==> config.mk <==
export PLATFORM = sky130hd
export DESIGN_NAME = program_loader
export DESIGN_NICKNAME = d
export VERILOG_FILES = /design/src/rtl/program_loader.sv
export SDC_FILE = /design/constraint.sdc
export NUM_CORES = 1
export LEC_CHECK = 0
export ABC_CLOCK_PERIOD_IN_PS = 2400
export CAP_MARGIN = 20
export CORE_MARGIN = 2
export CORE_UTILIZATION = 54
export DETAILED_ROUTE_END_ITERATION = 7
export PLACE_DENSITY = 0.82
export SETUP_SLACK_MARGIN = 0.3
export SYNTH_ARGS = -nofsm -noshare
export SYNTH_HDL_FRONTEND = slang
export SYNTH_SLANG_ARGS = --single-unit
==> constraint.sdc <==
create_clock -name clk -period 2.4 [get_ports clk]
set_input_delay 0.6 -clock clk [delete_from_list [all_inputs] [get_ports clk]]
set_output_delay 0.6 -clock clk [all_outputs]
set_load 0.03 [all_outputs]
==> src/rtl/program_loader.sv <==
// rtl/program_loader.sv - boot-time byte-stream loader for the core's program memory
//
// Purpose:
//   Receives a byte stream over a valid/ready handshake and assembles
//   little-endian 32-bit words from it. Each word goes into program memory
//   through a dedicated write port. The core is held in reset until the
//   whole image has been accepted.
//   Stream layout: N[7:0], N[15:8], then 4*N payload bytes (LSB first per
//   word), then one XOR checksum byte when LOADER_CHECKSUM_EN is defined.
//
// Configuration:
//   LOADER_CHECKSUM_EN - when defined, enables the running XOR over the
//   payload and the CHECK state that compares it against a trailing byte.
//
// Ports:
//   clk          in   core clock, rising edge
//   reset        in   synchronous active-low reset
//   start_i      in   begin/restart a load (IDLE, DONE, ERROR only)
//   rx_valid_i   in   rx_data_i holds a byte
//   rx_data_i    in   stream byte
//   rx_ready_o   out  loader accepts a byte this cycle
//   mem_we_o     out  program-memory write strobe, one cycle per word
//   mem_addr_o   out  word-aligned byte address of the write
//   mem_wdata_o  out  assembled instruction word
//   core_reset_o out  active-low core reset, high only in DONE
//   busy_o       out  load in progress
//   done_o       out  image loaded and accepted
//   error_o      out  load rejected

module program_loader #(
   parameter int PROGRAM_MEMORY_DEPTH = 64
) (
   input  logic        clk,
   input  logic        reset,
   input  logic        start_i,
   input  logic        rx_valid_i,
   input  logic [7:0]  rx_data_i,
   output logic        rx_ready_o,
   output logic        mem_we_o,
   output logic [31:0] mem_addr_o,
   output logic [31:0] mem_wdata_o,
   output logic        core_reset_o,
   output logic        busy_o,
   output logic        done_o,
   output logic        error_o
);

   localparam logic [2:0] ST_IDLE    = 3'd0;
   localparam logic [2:0] ST_HDR_LO  = 3'd1;
   localparam logic [2:0] ST_HDR_HI  = 3'd2;
   localparam logic [2:0] ST_PAYLOAD = 3'd3;
   localparam logic [2:0] ST_WRITE   = 3'd4;
`ifdef LOADER_CHECKSUM_EN
   localparam logic [2:0] ST_CHECK   = 3'd5;
`endif
   localparam logic [2:0] ST_DONE    = 3'd6;
   localparam logic [2:0] ST_ERROR   = 3'd7;

   localparam logic [15:0] MAX_WORDS = 16'(PROGRAM_MEMORY_DEPTH);

   logic [2:0]  state_q,    state_d;
   logic [7:0]  n_lo_q,     n_lo_d;
   logic [15:0] n_q,        n_d;
   logic [15:0] word_idx_q, word_idx_d;
   logic [1:0]  byte_idx_q, byte_idx_d;
   logic [23:0] word_q,     word_d;      // lanes 0..2; lane 3 arrives with the write
   logic [31:0] addr_q,     addr_d;
   logic [31:0] wdata_q,    wdata_d;
`ifdef LOADER_CHECKSUM_EN
   logic [7:0]  chk_q,      chk_d;
`endif

   logic        xfer;
   logic [15:0] n_hdr;
   logic [15:0] word_idx_inc;
   logic [2:0]  state_after_image;

   // Handshake and status are pure decodes of the registered state, so
   // nothing here depends combinationally on rx_valid_i.
   always_comb begin
      rx_ready_o = (state_q == ST_HDR_LO) || (state_q == ST_HDR_HI) ||
                   (state_q == ST_PAYLOAD);
`ifdef LOADER_CHECKSUM_EN
      rx_ready_o = rx_ready_o || (state_q == ST_CHECK);
`endif
   end

   assign mem_we_o     = (state_q == ST_WRITE);
   assign mem_addr_o   = addr_q;
   assign mem_wdata_o  = wdata_q;
   assign done_o       = (state_q == ST_DONE);
   assign core_reset_o = (state_q == ST_DONE);
   assign error_o      = (state_q == ST_ERROR);
   assign busy_o       = (state_q != ST_IDLE) && (state_q != ST_DONE) &&
                         (state_q != ST_ERROR);

   assign xfer         = rx_valid_i && rx_ready_o;
   assign n_hdr        = {rx_data_i, n_lo_q};
   assign word_idx_inc = word_idx_q + 16'd1;

   // Where the load goes once the last word (or an empty header) is through.
`ifdef LOADER_CHECKSUM_EN
   assign state_after_image = ST_CHECK;
`else
   assign state_after_image = ST_DONE;
`endif

   always_comb begin
      state_d    = state_q;
      n_lo_d     = n_lo_q;
      n_d        = n_q;
      word_idx_d = word_idx_q;
      byte_idx_d = byte_idx_q;
      word_d     = word_q;
      addr_d     = addr_q;
      wdata_d    = wdata_q;
`ifdef LOADER_CHECKSUM_EN
      chk_d      = chk_q;
`endif

      case (state_q)
         ST_IDLE, ST_DONE, ST_ERROR: begin
            if (start_i) begin
               state_d    = ST_HDR_LO;
               word_idx_d = 16'd0;
               byte_idx_d = 2'd0;
`ifdef LOADER_CHECKSUM_EN
               chk_d      = 8'd0;
`endif
            end
         end

         ST_HDR_LO: begin
            if (xfer) begin
               n_lo_d  = rx_data_i;
               state_d = ST_HDR_HI;
            end
         end

         ST_HDR_HI: begin
            if (xfer) begin
               n_d = n_hdr;
               if (n_hdr > MAX_WORDS) begin
                  state_d = ST_ERROR;
               end else if (n_hdr == 16'd0) begin
                  state_d = state_after_image;
               end else begin
                  state_d    = ST_PAYLOAD;
                  word_idx_d = 16'd0;
                  byte_idx_d = 2'd0;
               end
            end
         end

         ST_PAYLOAD: begin
            if (xfer) begin
               byte_idx_d = byte_idx_q + 2'd1;
`ifdef LOADER_CHECKSUM_EN
               chk_d      = chk_q ^ rx_data_i;
`endif
               case (byte_idx_q)
                  2'd0: word_d[7:0]   = rx_data_i;
                  2'd1: word_d[15:8]  = rx_data_i;
                  2'd2: word_d[23:16] = rx_data_i;
                  default: begin
                     // Word complete: present it on the write port so it is
                     // valid for exactly the WRITE cycle and held afterwards.
                     wdata_d = {rx_data_i, word_q};
                     addr_d  = {14'd0, word_idx_q, 2'b00};
                     state_d = ST_WRITE;
                  end
               endcase
            end
         end

         ST_WRITE: begin
            word_idx_d = word_idx_inc;
            if (word_idx_inc == n_q) begin
               state_d = state_after_image;
            end else begin
               state_d = ST_PAYLOAD;
            end
         end

`ifdef LOADER_CHECKSUM_EN
         ST_CHECK: begin
            if (xfer) begin
               state_d = (rx_data_i == chk_q) ? ST_DONE : ST_ERROR;
            end
         end
`endif

         default: state_d = ST_IDLE;
      endcase
   end

   always_ff @(posedge clk) begin
      if (!reset) begin
         state_q    <= ST_IDLE;
         n_lo_q     <= 8'd0;
         n_q        <= 16'd0;
         word_idx_q <= 16'd0;
         byte_idx_q <= 2'd0;
         word_q     <= 24'd0;
         addr_q     <= 32'd0;
         wdata_q    <= 32'd0;
`ifdef LOADER_CHECKSUM_EN
         chk_q      <= 8'd0;
`endif
      end else begin
         state_q    <= state_d;
         n_lo_q     <= n_lo_d;
         n_q        <= n_d;
         word_idx_q <= word_idx_d;
         byte_idx_q <= byte_idx_d;
         word_q     <= word_d;
         addr_q     <= addr_d;
         wdata_q    <= wdata_d;
`ifdef LOADER_CHECKSUM_EN
         chk_q      <= chk_d;
`endif
      end
   end

endmodule

==> metrics.md, run 1 <==
| Metric | Value |
|---|---|
| Arr. time, crit path | `~1.6 ns` |
| WL/cell | `around 16 µm` |
| Final wirelength | `14,440 µm` |
| Critical Path Stages | `4` |
| Clock root buffer | `clkbuf_8` |
| Worst path cell trace | `or3b_4, buf_8, clkinv_4, buf_6` |
| Terminus of the critical flop-to-flop path | `state_q[0]` |
| Vias in the first global route | `a little under 5,000` |
| DRC viols | `0` |
| Crit end category | `output port` |
| Crit path max-delay family | `simple AND/OR/NAND/NOR gates` |
| Slew Viols, Final | `0` |
| RD Place Congestion | `0.8694` |
| Core ar. | `0.009774 mm²` |
| Worst-Skew Late Latency | `0.53 ns` |
| Leading cell types in the layout, fill and taps excluded | `nand2_1 (194), dfxtp_1 (109), a21boi_1 (60), dlygate4sd2_1 (48), buf_4 (45)` |
| Hold Violations, Final | `0` |
| Port Buf Inserts | `65` |
| Layout area overhead | `29.44%` |
| Combined area of the multi-input logic cells | `0.002890 mm²` |
| Fillcell total | `~730` |
| Clock Tree Buf Depth | `2` |
| Vias per cell | `5.751` |
| Crit-path max cell delay | `0.40 ns` |
| Most common cell after layout, fill and taps aside | `nand2_1` |
| R2R setup slack | `0.25 ns` |
| H-tree depth | `4` |
| Chip Width | `104.4 µm` |
| Avg Inst Size Synth | `8.023 µm²` |
| Post-route ant nets | `0` |
| Worst Hold Path Cells | `2` |
| Pin count of the biggest net entering global routing | `68` |
| DR pass1 iterations | `5` |
| Die area | `0.01091 mm²` |
| First-pass GRT wire length | `23,190 µm` |
| Number of synthesized flops with an enable pin | `0` |
| VDD IR-drop max | `0.7309 mV` |
| Finish-stage setup viols | `0` |
| GRT Overall Usage | `0.2634` |
| Post-synthesis instance total | `679` |
| Synth async-reset ratio | `0` |
| Rows | `36` |
| Vias | `around 5,200` |
| Crit path kind | `flop to output port` |
| Fin Clk Skew | `between 0.01 and 0.015 ns` |
| Buffers & Inverters on Critical Path | `3` |
| Synthesized area | `0.005448 mm²` |
| Sequential share of the synthesized area | `0.4299` |
| Proportion of layout cells with a drive suffix above 1 | `0.1523` |
| Min Clock Period, post-route | `2.185 ns` |
| Unrepaired setup endpoints after global routing | `true` |
| Yosys reg bits | `117` |
| Period utilisation layout | `0.9103` |
| HP Start | `mem_addr_o[5]` |
| Antenna violations before repair | `0` |
| R2r worst-path depth | `7` |
| Worst Setup Start Kind | `flop` |
| CTS Buf Count | `17` |
| WHS Endpoint | `mem_addr_o[5]` |
| Launching point of the worst reg2reg path | `word_idx_q[9]` |
| # diodes | `0` |
| Pwr Density | `800.0 mW/mm²` |
| Fin util | `0.7215` |
| # Max-Cap Violations | `0` |
| Grt ovf | `0` |
| LEAKAGE | `around 2.8 nW` |
| CTS Hold Bufs | `0` |
| WP data required | `approximately 1.8 ns` |
| Overall Power | `5.641 mW` |
| Sink Count | `approximately 120` |
| First DRT Iteration DRCs | `around 310` |
| Crit path max fanout | `3` |
| Die Y | `104.4 µm` |
| Status | `finished, final reports clean` |
| Post-synth top flop | `dfxtp_1` |
| Yosys Warn Count | `0` |
| Top-level port count | `82` |
| Initial Util | `0.5573` |
| Register area | `0.002357 mm²` |
| Yosys cell types | `57` |
| Worst hold path type | `flop to flop` |
| Max Clock Freq | `0.4577 GHz` |
| Clk slew on worst S/H paths | `0.06 ns` |
| Slowest stage cell on the critical path | `or3b_4` |
| HPWL after DPL | `around 9000 µm` |
| Nets | `779` |
| TritonCTS clock tree | `done` |
## cell type report
class,count,area share
tap,133,0.02360
inverter,6,0.004436
clock inverter,14,0.02874
clock buffer,18,0.05926
sequential,117,0.3343
multi-input combinational,505,0.4099
timing repair buffer,115,0.1398
## registers in the layout, summed over array words and instances, names as in the netlist
| signal | flops |
|---|---|
| word_idx_q | 16 |
| mem_wdata_o | 32 |
| byte_idx_q | 2 |
| n_lo_q | 8 |
| n_q | 16 |
| word_q | 24 |
| mem_addr_o | 16 |
| state_q | 3 |
## worst max path at each step
stage          slack [ns]          start             end
2_1_floorplan        0.34  word_idx_q[1]      state_q[0]
3_3_place_gp        -0.06   rx_data_i[3]   word_idx_q[2]
3_5_place_dp        -0.11   rx_data_i[3]  word_idx_q[11]
4_1_cts              0.22     state_q[0]        mem_we_o
5_1_grt              0.18  word_idx_q[7]      state_q[0]
6_report             0.22     state_q[2]        mem_we_o
## synthesized netlist by cell type, types with 2 or more instances
cell type  number  area (µm²)
mux2i_1         2       20.02
nand2b_1        3       18.77
nor3_1          8       40.04
nand3_1        37       185.2
nor2_1         24       90.09
o2111ai_1       2       17.52
buf_2          10       50.05
o22ai_1         2       12.51
inv_1           5       18.77
nor2b_1         6       37.54
dfxtp_1       117        2342
a21oi_1        11       55.05
buf_4          17       127.6
and3_1          6       37.54
nand4b_1        2       17.52
and2_1          3       18.77
a211oi_1        3       22.52
nor3b_1         2       15.01
a21boi_1       60       450.4
o21ai_0        19       95.09
nand4_1         2       12.51
and3b_1         2       17.52
a21boi_0       38       285.3
nand2_1       194       728.2
xnor2_1        13       113.9
nor4_1          3       18.77
buf_1           5       18.77
clkbuf_1       34       127.6
o211ai_1        2       15.01
ha_1            5       62.56
a31oi_1        10       62.56
xor2_1          7       61.31
## cells by family after synthesis
kind of cell / synth area share
fa+ha+maj: 0.01148
other cells: 0.0006884
buf+inv: 0.06362
mux: 0.003675
flops: 0.4300
compound gates: 0.2081
simple gates: 0.2504
xor+xnor: 0.03215
## metal layers
layer / routed length, µm / share of wire / global-route usage / vias to the layer above
met5: 0 / 0 / 0 / -
met1: 5982 / 0.41 / 0.3198 / 2466
met4: 368 / 0.025 / 0.1158 / 0
met2: 6992 / 0.48 / 0.4468 / 267
li1: - / - / - / 2442
met3: 1096 / 0.076 / 0.05764 / 47
## report_power, final
group,switching (mW),internal [mW],total (mW),leakage (nW)
clock,0.943,1.70,2.64,0.300
combinational,0.563,0.359,0.921,1.54
sequential,0.0623,2.02,2.08,0.948
## worst min-delay path, stage by stage (launching register included)
cell and delay [ns]:
dfxtp_1 0.30, nand2_1 0.05, a21boi_1 0.05
## through the flow
stage | setup WS, ns | TNS, ns | instances | hold slack [ns] | instance area (µm²)
2_1_floorplan | 0.3404 | 0 | 694 | 0.4310 | 5512
3_5_place_dp | -0.1079 | -1.104 | 866 | 0.4456 | 6334
6_report | 0.2152 | 0 | 908 | 0.4485 | 7052
3_3_place_gp | -0.05613 | -0.4681 | 866 | 0.4419 | 6334
5_1_grt | 0.1821 | 0 | 908 | 0.4712 | 7052
4_1_cts | 0.2181 | 0 | 906 | 0.4507 | 7022
## what timing repair did
action	4_1_cts	5_1_grt
setup endpoints to repair	58	40
pin swaps	11	0
buffers inserted	8	2
gates resized for setup	86	11
Note: power is estimated with default switching activity, not from simulation.
==> run 2: changes to the inputs <==
--- a/config.mk
+++ b/config.mk
@@ -5,9 +5,8 @@
 export SDC_FILE = /design/constraint.sdc
 export NUM_CORES = 1
 export LEC_CHECK = 0
-export ABC_CLOCK_PERIOD_IN_PS = 2400
 export CAP_MARGIN = 20
-export CORE_MARGIN = 2
+export CORE_MARGIN = 8
 export CORE_UTILIZATION = 54
 export DETAILED_ROUTE_END_ITERATION = 7
 export PLACE_DENSITY = 0.82
==> metrics.md, run 2 (same netlist as run 1, synthesis figures left out) <==
| Metric | Value |
|---|---|
| Status | `finished, final reports clean` |
| DRC viols | `0 (unchanged)` |
| Vias per cell | `5.738 (-0.24%)` |
| Grt ovf | `0 (unchanged)` |
| VDD IR-drop max | `0.8090 mV (+11%)` |
| Clock Tree Buf Depth | `2 (unchanged)` |
| Hold Violations, Final | `0 (unchanged)` |
| # Max-Cap Violations | `0 (unchanged)` |
| HPWL after DPL | `9851 µm (+8.6%)` |
| Slowest stage cell on the critical path | `or3b_4` |
| GR Util met1 | `0.2755 (-0.04437)` |
| Max Clock Freq | `0.4556 GHz (-0.46%)` |
| Unrepaired setup endpoints after global routing | `true` |
| WP data required | `1.80 ns (about the same)` |
| Worst-Skew Late Latency | `0.52 ns (about the same)` |
| Crit path max fanout | `4 (+1)` |
| CTS Buf Count | `17 (unchanged)` |
| Post-Layout Cell Count | `903 (-0.55%)` |
| # diodes | `0 (unchanged)` |
| Slew Viols, Final | `0 (unchanged)` |
| LEAKAGE | `2.767 nW (-0.56%)` |
| Die area | `0.01356 mm² (+24%)` |
| Worst setup margin | `0.2051 ns (-0.01008 ns)` |
| Core ar. | `0.009774 mm² (unchanged)` |
| Vias | `5,181 (-0.79%)` |
| Min Clock Period, post-route | `2.195 ns (+0.01008 ns)` |
| Proportion of layout cells with a drive suffix above 1 | `0.1506 (-0.001609)` |
| Crit path kind | `flop to output port` |
| Crit path max-delay family | `simple AND/OR/NAND/NOR gates` |
| Max FFs per register | `32 (unchanged)` |
| Crit path from | `state_q[0]` |
| Worst Setup Start Kind | `flop` |
| Placed cells | `865 (-0.12%)` |
| Nets | `774 (-0.64%)` |
| Sink Count | `117 (unchanged)` |
| Initial Util | `0.5573 (unchanged)` |
| CTS Hold Bufs | `0 (unchanged)` |
| Fin Clk Skew | `0.008225 ns (-0.004425 ns)` |
| RD Place Congestion | `0.9461 (+8.8%)` |
| H-tree depth | `4 (unchanged)` |
| Pin count of the biggest net entering global routing | `119 (+75%)` |
| Finish-stage setup viols | `0 (unchanged)` |
| Critical Path Stages | `4 (unchanged)` |
| First-pass GRT wire length | `24,210 µm (+4.4%)` |
| Port Buf Inserts | `65 (unchanged)` |
| Launching point of the worst reg2reg path | `word_idx_q[1]` |
| Place WS | `-0.1619 ns (-0.05393 ns)` |
| Chip Width | `116.4 µm (+11%)` |
| Leading cell types in the layout, fill and taps excluded | `nand2_1 (192), dfxtp_1 (108), a21boi_1 (60), dlygate4sd2_1 (48), buf_4 (41)` |
| WL/cell | `16.67 µm (+4.9%)` |
| Worst path cell trace | `or3b_4, buf_12, clkinv_4, buf_6` |
| Final wirelength | `15,060 µm (+4.3%)` |
| GR peak layer | `met2` |
| Fin util | `0.7153 (-0.006144)` |
| Die Y | `116.4 µm (+11%)` |
| Crit end category | `output port` |
| Pwr Density | `787.3 mW/mm² (-1.6%)` |
| Rows | `36 (unchanged)` |
| GRT Overall Usage | `0.2271 (-0.03633)` |
| DR pass1 iterations | `5 (unchanged)` |
| Top-level port count | `82 (unchanged)` |
| First DRT Iteration DRCs | `397 (+28%)` |
| HP Start | `mem_wdata_o[12]` |
| Clock root buffer | `clkbuf_8` |
| Hold WS | `0.4497 ns (+0.001216 ns)` |
| Antenna violations before repair | `0 (unchanged)` |
| Crit-path max cell delay | `0.42 ns (+0.02 ns)` |
| Arr. time, crit path | `1.59 ns (about the same)` |
| Buffers & Inverters on Critical Path | `3 (unchanged)` |
| Post-route ant nets | `0 (unchanged)` |
| Clk slew on worst S/H paths | `0.06 ns (about the same)` |
| Most common cell after layout, fill and taps aside | `nand2_1` |
| Vias in the first global route | `4,987 (+3.0%)` |
| Worst hold path type | `flop to flop` |
| TritonCTS clock tree | `done` |
| Worst Hold Path Cells | `2 (unchanged)` |
| Period utilisation layout | `0.9145 (+0.004199)` |
| Met2 Usage GRT | `0.3790 (-0.06773)` |
| R2r worst-path depth | `8 (+1)` |
| TNS Setup | `0 ns (unchanged)` |
| Layout area overhead | `28.34%` |
| GR Layer Usage met3 | `0.04292 (-0.01473)` |
-- run 2: cell types whose count changed in the layout (fill, tap and decap cells not counted), moves of 2 or more --
cell       before  now
buf_4          45   41
nor4_4          1    3
bufinv_16       4    2
nor4_2          3    0
nand2_2         0    2
inv_6           2    8
clkinv_4        7    2
nand2_1       194  192
-- run 2: per-layer routing --
metal  share of wire  vias to the layer above
li1                -                     2428
met1            0.40                     2426
met2            0.48                      289
met3           0.089                       38
met4           0.025                        0
met5               0                        -
-- run 2: power breakdown --
part / internal (mW) / switching (mW) / leakage [nW] / total [mW]
combinational: 0.358 / 0.564 / 1.54 / 0.922
clock: 1.51 / 0.992 / 0.281 / 2.50
sequential: 2.02 / 0.0636 / 0.948 / 2.08
total: 3.89 / 1.62 / 2.77 / 5.50
-- run 2: layout make-up --
| cell class | instances | area [µm²] |
|---|---|---|
| clock buffer | 18 | 417.9 |
| inverter | 6 | 27.53 |
| timing repair buffer | 110 | 955.9 |
| sequential | 117 | 2359 |
| tap | 133 | 166.4 |
| multi-input combinational | 505 | 2900 |
| fill | 774 | 2783 |
| clock inverter | 14 | 165.2 |
-- run 2: repair_timing --
item,4_1_cts,5_1_grt
setup endpoints to repair,57,83
pin swaps,9,3
hold endpoints to repair,0,0
resized for setup,84,17
buffers inserted,5,1
-- run 2: stage by stage --
step / total power, mW / area [µm²]
floorplan: 2.671 / 5512
global placement: 2.914 / 6326
detailed placement: 2.945 / 6326
CTS: 5.481 / 6957
global route: 5.712 / 6992
finish: 5.505 / 6992
-- run 2: final timing paths --
| check | endpoint | slack (ns) |
|---|---|---|
| setup reg to reg | state_q[0] | 0.27 |
| hold reg to reg | mem_wdata_o[12] | 0.45 |
| hold / removal | mem_wdata_o[12] | 0.45 |
| setup / recovery | mem_we_o | 0.21 |
-- run 2: worst min-delay path, cell delays in order, from the launching register on --
cell and delay, ns:
dfxtp_1 0.31, nand2_1 0.05, a21boi_1 0.05
==> run 3: changes to the inputs <==
--- a/config.mk
+++ b/config.mk
@@ -9,6 +9,7 @@
 export CORE_MARGIN = 8
 export CORE_UTILIZATION = 54
 export DETAILED_ROUTE_END_ITERATION = 7
+export GPL_TIMING_DRIVEN = 0
 export PLACE_DENSITY = 0.82
 export SETUP_SLACK_MARGIN = 0.3
 export SYNTH_ARGS = -nofsm -noshare
==> metrics.md, run 3 (same netlist as run 1, synthesis figures left out) <==
| Metric | Value |
|---|---|
| Status | `finished, final reports clean` |
| First-pass GRT wire length | `24,210 µm (unchanged)` |
| VDD IR-drop max | `0.5908 mV (-27%)` |
| Vias in the first global route | `4,889 (-2.0%)` |
| Post-route ant nets | `0 (unchanged)` |
| Slew Viols, Final | `0 (unchanged)` |
| Crit path max-delay family | `simple AND/OR/NAND/NOR gates` |
| GR Layer Usage met3 | `0.04964 (+0.006722)` |
| CTS Buf Count | `17 (unchanged)` |
| Max FFs per register | `32 (unchanged)` |
| Rows | `36 (unchanged)` |
| Most common cell after layout, fill and taps aside | `nand2_1` |
| Die area | `0.01356 mm² (unchanged)` |
| Worst-margin pin slew | `a little over 0.7 ns` |
| Initial Util | `0.5573 (unchanged)` |
| Crit end category | `flop` |
| # diodes | `0 (unchanged)` |
| First DRT Iteration DRCs | `513 (+29%)` |
| # Max-Cap Violations | `0 (unchanged)` |
| Worst setup margin | `0.07024 ns (-0.1349 ns)` |
| Register area | `0.002356 mm² (-0.11%)` |
| Crit-path max cell delay | `0.35 ns (-0.07 ns)` |
| Slew Limit Headroom | `0.5184` |
| Sink Count | `117 (unchanged)` |
| Fin util | `0.7592 (+0.04391)` |
| Core ar. | `0.009774 mm² (unchanged)` |
| Final wirelength | `16,310 µm (+8.3%)` |
| Period utilisation layout | `0.9707 (+0.05620)` |
| TritonCTS clock tree | `done` |
| Proportion of layout cells with a drive suffix above 1 | `0.1848 (+0.03417)` |
| Vias per cell | `5.677 (-1.1%)` |
| HPWL after DPL | `10,310 µm (+4.7%)` |
| Pin count of the biggest net entering global routing | `17 (-86%)` |
| DR pass1 iterations | `5 (unchanged)` |
| Post-route cell area | `0.007421 mm² (+6.1%)` |
| Met2 Usage GRT | `0.3806 (+0.001541)` |
| Layout area overhead | `36.22%` |
| Unrepaired setup endpoints after global routing | `true` |
| RD Place Congestion | `0.8787 (-7.1%)` |
| Top-level port count | `82 (unchanged)` |
| Post-DP Area | `0.006309 mm² (-0.28%)` |
| Crit path kind | `flop to flop` |
| WP data required | `2.82 ns (+1.02 ns)` |
| Worst path cell trace | `buf_6, or3b_1, clkbuf_8, buf_6, buf_6, buf_6, nor3_4, o2111ai_2, a311oi_2, o2111ai_2, and3b_1` |
| Crit path max fanout | `3 (-1)` |
| GR Util met1 | `0.2781 (+0.002666)` |
| Antenna violations before repair | `0 (unchanged)` |
| Nets | `821 (+6.1%)` |
| Fin Clk Skew | `0.01570 ns (+0.007474 ns)` |
| Worst-Skew Late Latency | `0.54 ns (+0.02 ns)` |
| Clock root buffer | `clkbuf_8` |
| Worst Setup Start Kind | `flop` |
| Port Buf Inserts | `63 (-3.1%)` |
| Vias | `5,393 (+4.1%)` |
| Slowest stage cell on the critical path | `or3b_1` |
| LEAKAGE | `2.956 nW (+6.8%)` |
| Worst hold path type | `flop to flop` |
| Chip Width | `116.4 µm (unchanged)` |
| Fillcell total | `705 (-8.9%)` |
| Clk slew on worst S/H paths | `0.06 ns (about the same)` |
| H-tree depth | `4 (unchanged)` |
| Overall Power | `5.825 mW (+5.8%)` |
| Arr. time, crit path | `2.75 ns (+1.16 ns)` |
| Leading cell types in the layout, fill and taps excluded | `nand2_1 (193), dfxtp_1 (110), a21boi_1 (61), dlygate4sd2_1 (54), buf_4 (44)` |
| GRT Overall Usage | `0.2279 (+0.0008147)` |
| DRC viols | `0 (unchanged)` |
| Buffers & Inverters on Critical Path | `5 (+2)` |
| Combined area of the multi-input logic cells | `0.003019 mm² (+4.1%)` |
| Hold Violations, Final | `0 (unchanged)` |
| Max Clock Freq | `0.4292 GHz (-5.8%)` |
| Critical path's most frequent cell | `buf_6` |
| Pwr Density | `785.0 mW/mm² (-0.30%)` |
| Clock Tree Buf Depth | `2 (unchanged)` |
| WL/cell | `17.16 µm (+2.9%)` |
| GR peak layer | `met2` |
| Finish-stage setup viols | `0 (unchanged)` |
| Min Clock Period, post-route | `2.330 ns (+0.1349 ns)` |
| Place WS | `-0.5705 ns (-0.4086 ns)` |
| Die Y | `116.4 µm (unchanged)` |
| Grt ovf | `0 (unchanged)` |
run 3: cell count changes in the layout (fill, tap and decap cells not counted), moves of 6 or more:
| cell | delta |
|---|---|
| clkbuf_1 | +24 |
| buf_6 | +11 |
| clkdlybuf4s50_1 | -8 |
| clkbuf_2 | +7 |
| dlygate4sd2_1 | +6 |
| nor2_1 | -6 |
run 3: final timing paths:
kind | from | end | slack [ns] | cells past startpoint
setup / recovery | state_q[2] | state_q[0] | 0.07 | 11
hold / removal | mem_addr_o[16] | mem_addr_o[16] | 0.45 | 2
setup reg to reg | state_q[2] | state_q[0] | 0.07 | 11
hold reg to reg | mem_addr_o[16] | mem_addr_o[16] | 0.45 | 2
run 3: metrics by stage:
stage	cells	TNS, ns	hold slack, ns
2_1_floorplan	694	0	0.4310
3_3_place_gp	890	-7.839	0.4418
3_5_place_dp	890	-6.937	0.4457
4_1_cts	938	0	0.4507
5_1_grt	950	0	0.4666
6_report	950	0	0.4472
run 3: per-layer routing:
| layer | vias to the layer above | share of wire |
|---|---|---|
| li1 | 2528 | - |
| met1 | 2513 | 0.40 |
| met2 | 294 | 0.48 |
| met3 | 58 | 0.091 |
| met4 | 0 | 0.027 |
| met5 | - | 0 |
run 3: where the power goes:
group | total [mW] | switching, mW | internal (mW) | leakage [nW]
clock network | 2.62 | 1.01 | 1.61 | 0.292
logic | 1.12 | 0.662 | 0.461 | 1.72
registers | 2.08 | 0.0676 | 2.01 | 0.947
total | 5.83 | 1.74 | 4.08 | 2.96
run 3: layout make-up:
| cell class | instances | share of cell area |
|---|---|---|
| Buffer | 66 | 0.05631 |
| Clock buffer | 17 | 0.05581 |
| Clock inverter | 15 | 0.02580 |
| Inverter | 6 | 0.003709 |
| Multi-Input combinational cell | 505 | 0.4068 |
| Sequential cell | 117 | 0.3175 |
| Tap cell | 133 | 0.02242 |
| Timing Repair Buffer | 91 | 0.1116 |
run 3: worst register-to-register path, delay by kind of cell (launching register included):
kind | cells | cell delay, ns
compound gates | 3 | 0.63
flops | 1 | 0.32
simple gates | 3 | 0.71
buf+inv | 5 | 0.57
run 3: repair_timing:
item,4_1_cts,5_1_grt
hold buffers,0,0
gates resized for setup,142,64
pin swaps,8,7
gates cloned,0,1
buffers inserted,16,11
endpoints found under the setup margin,83,49
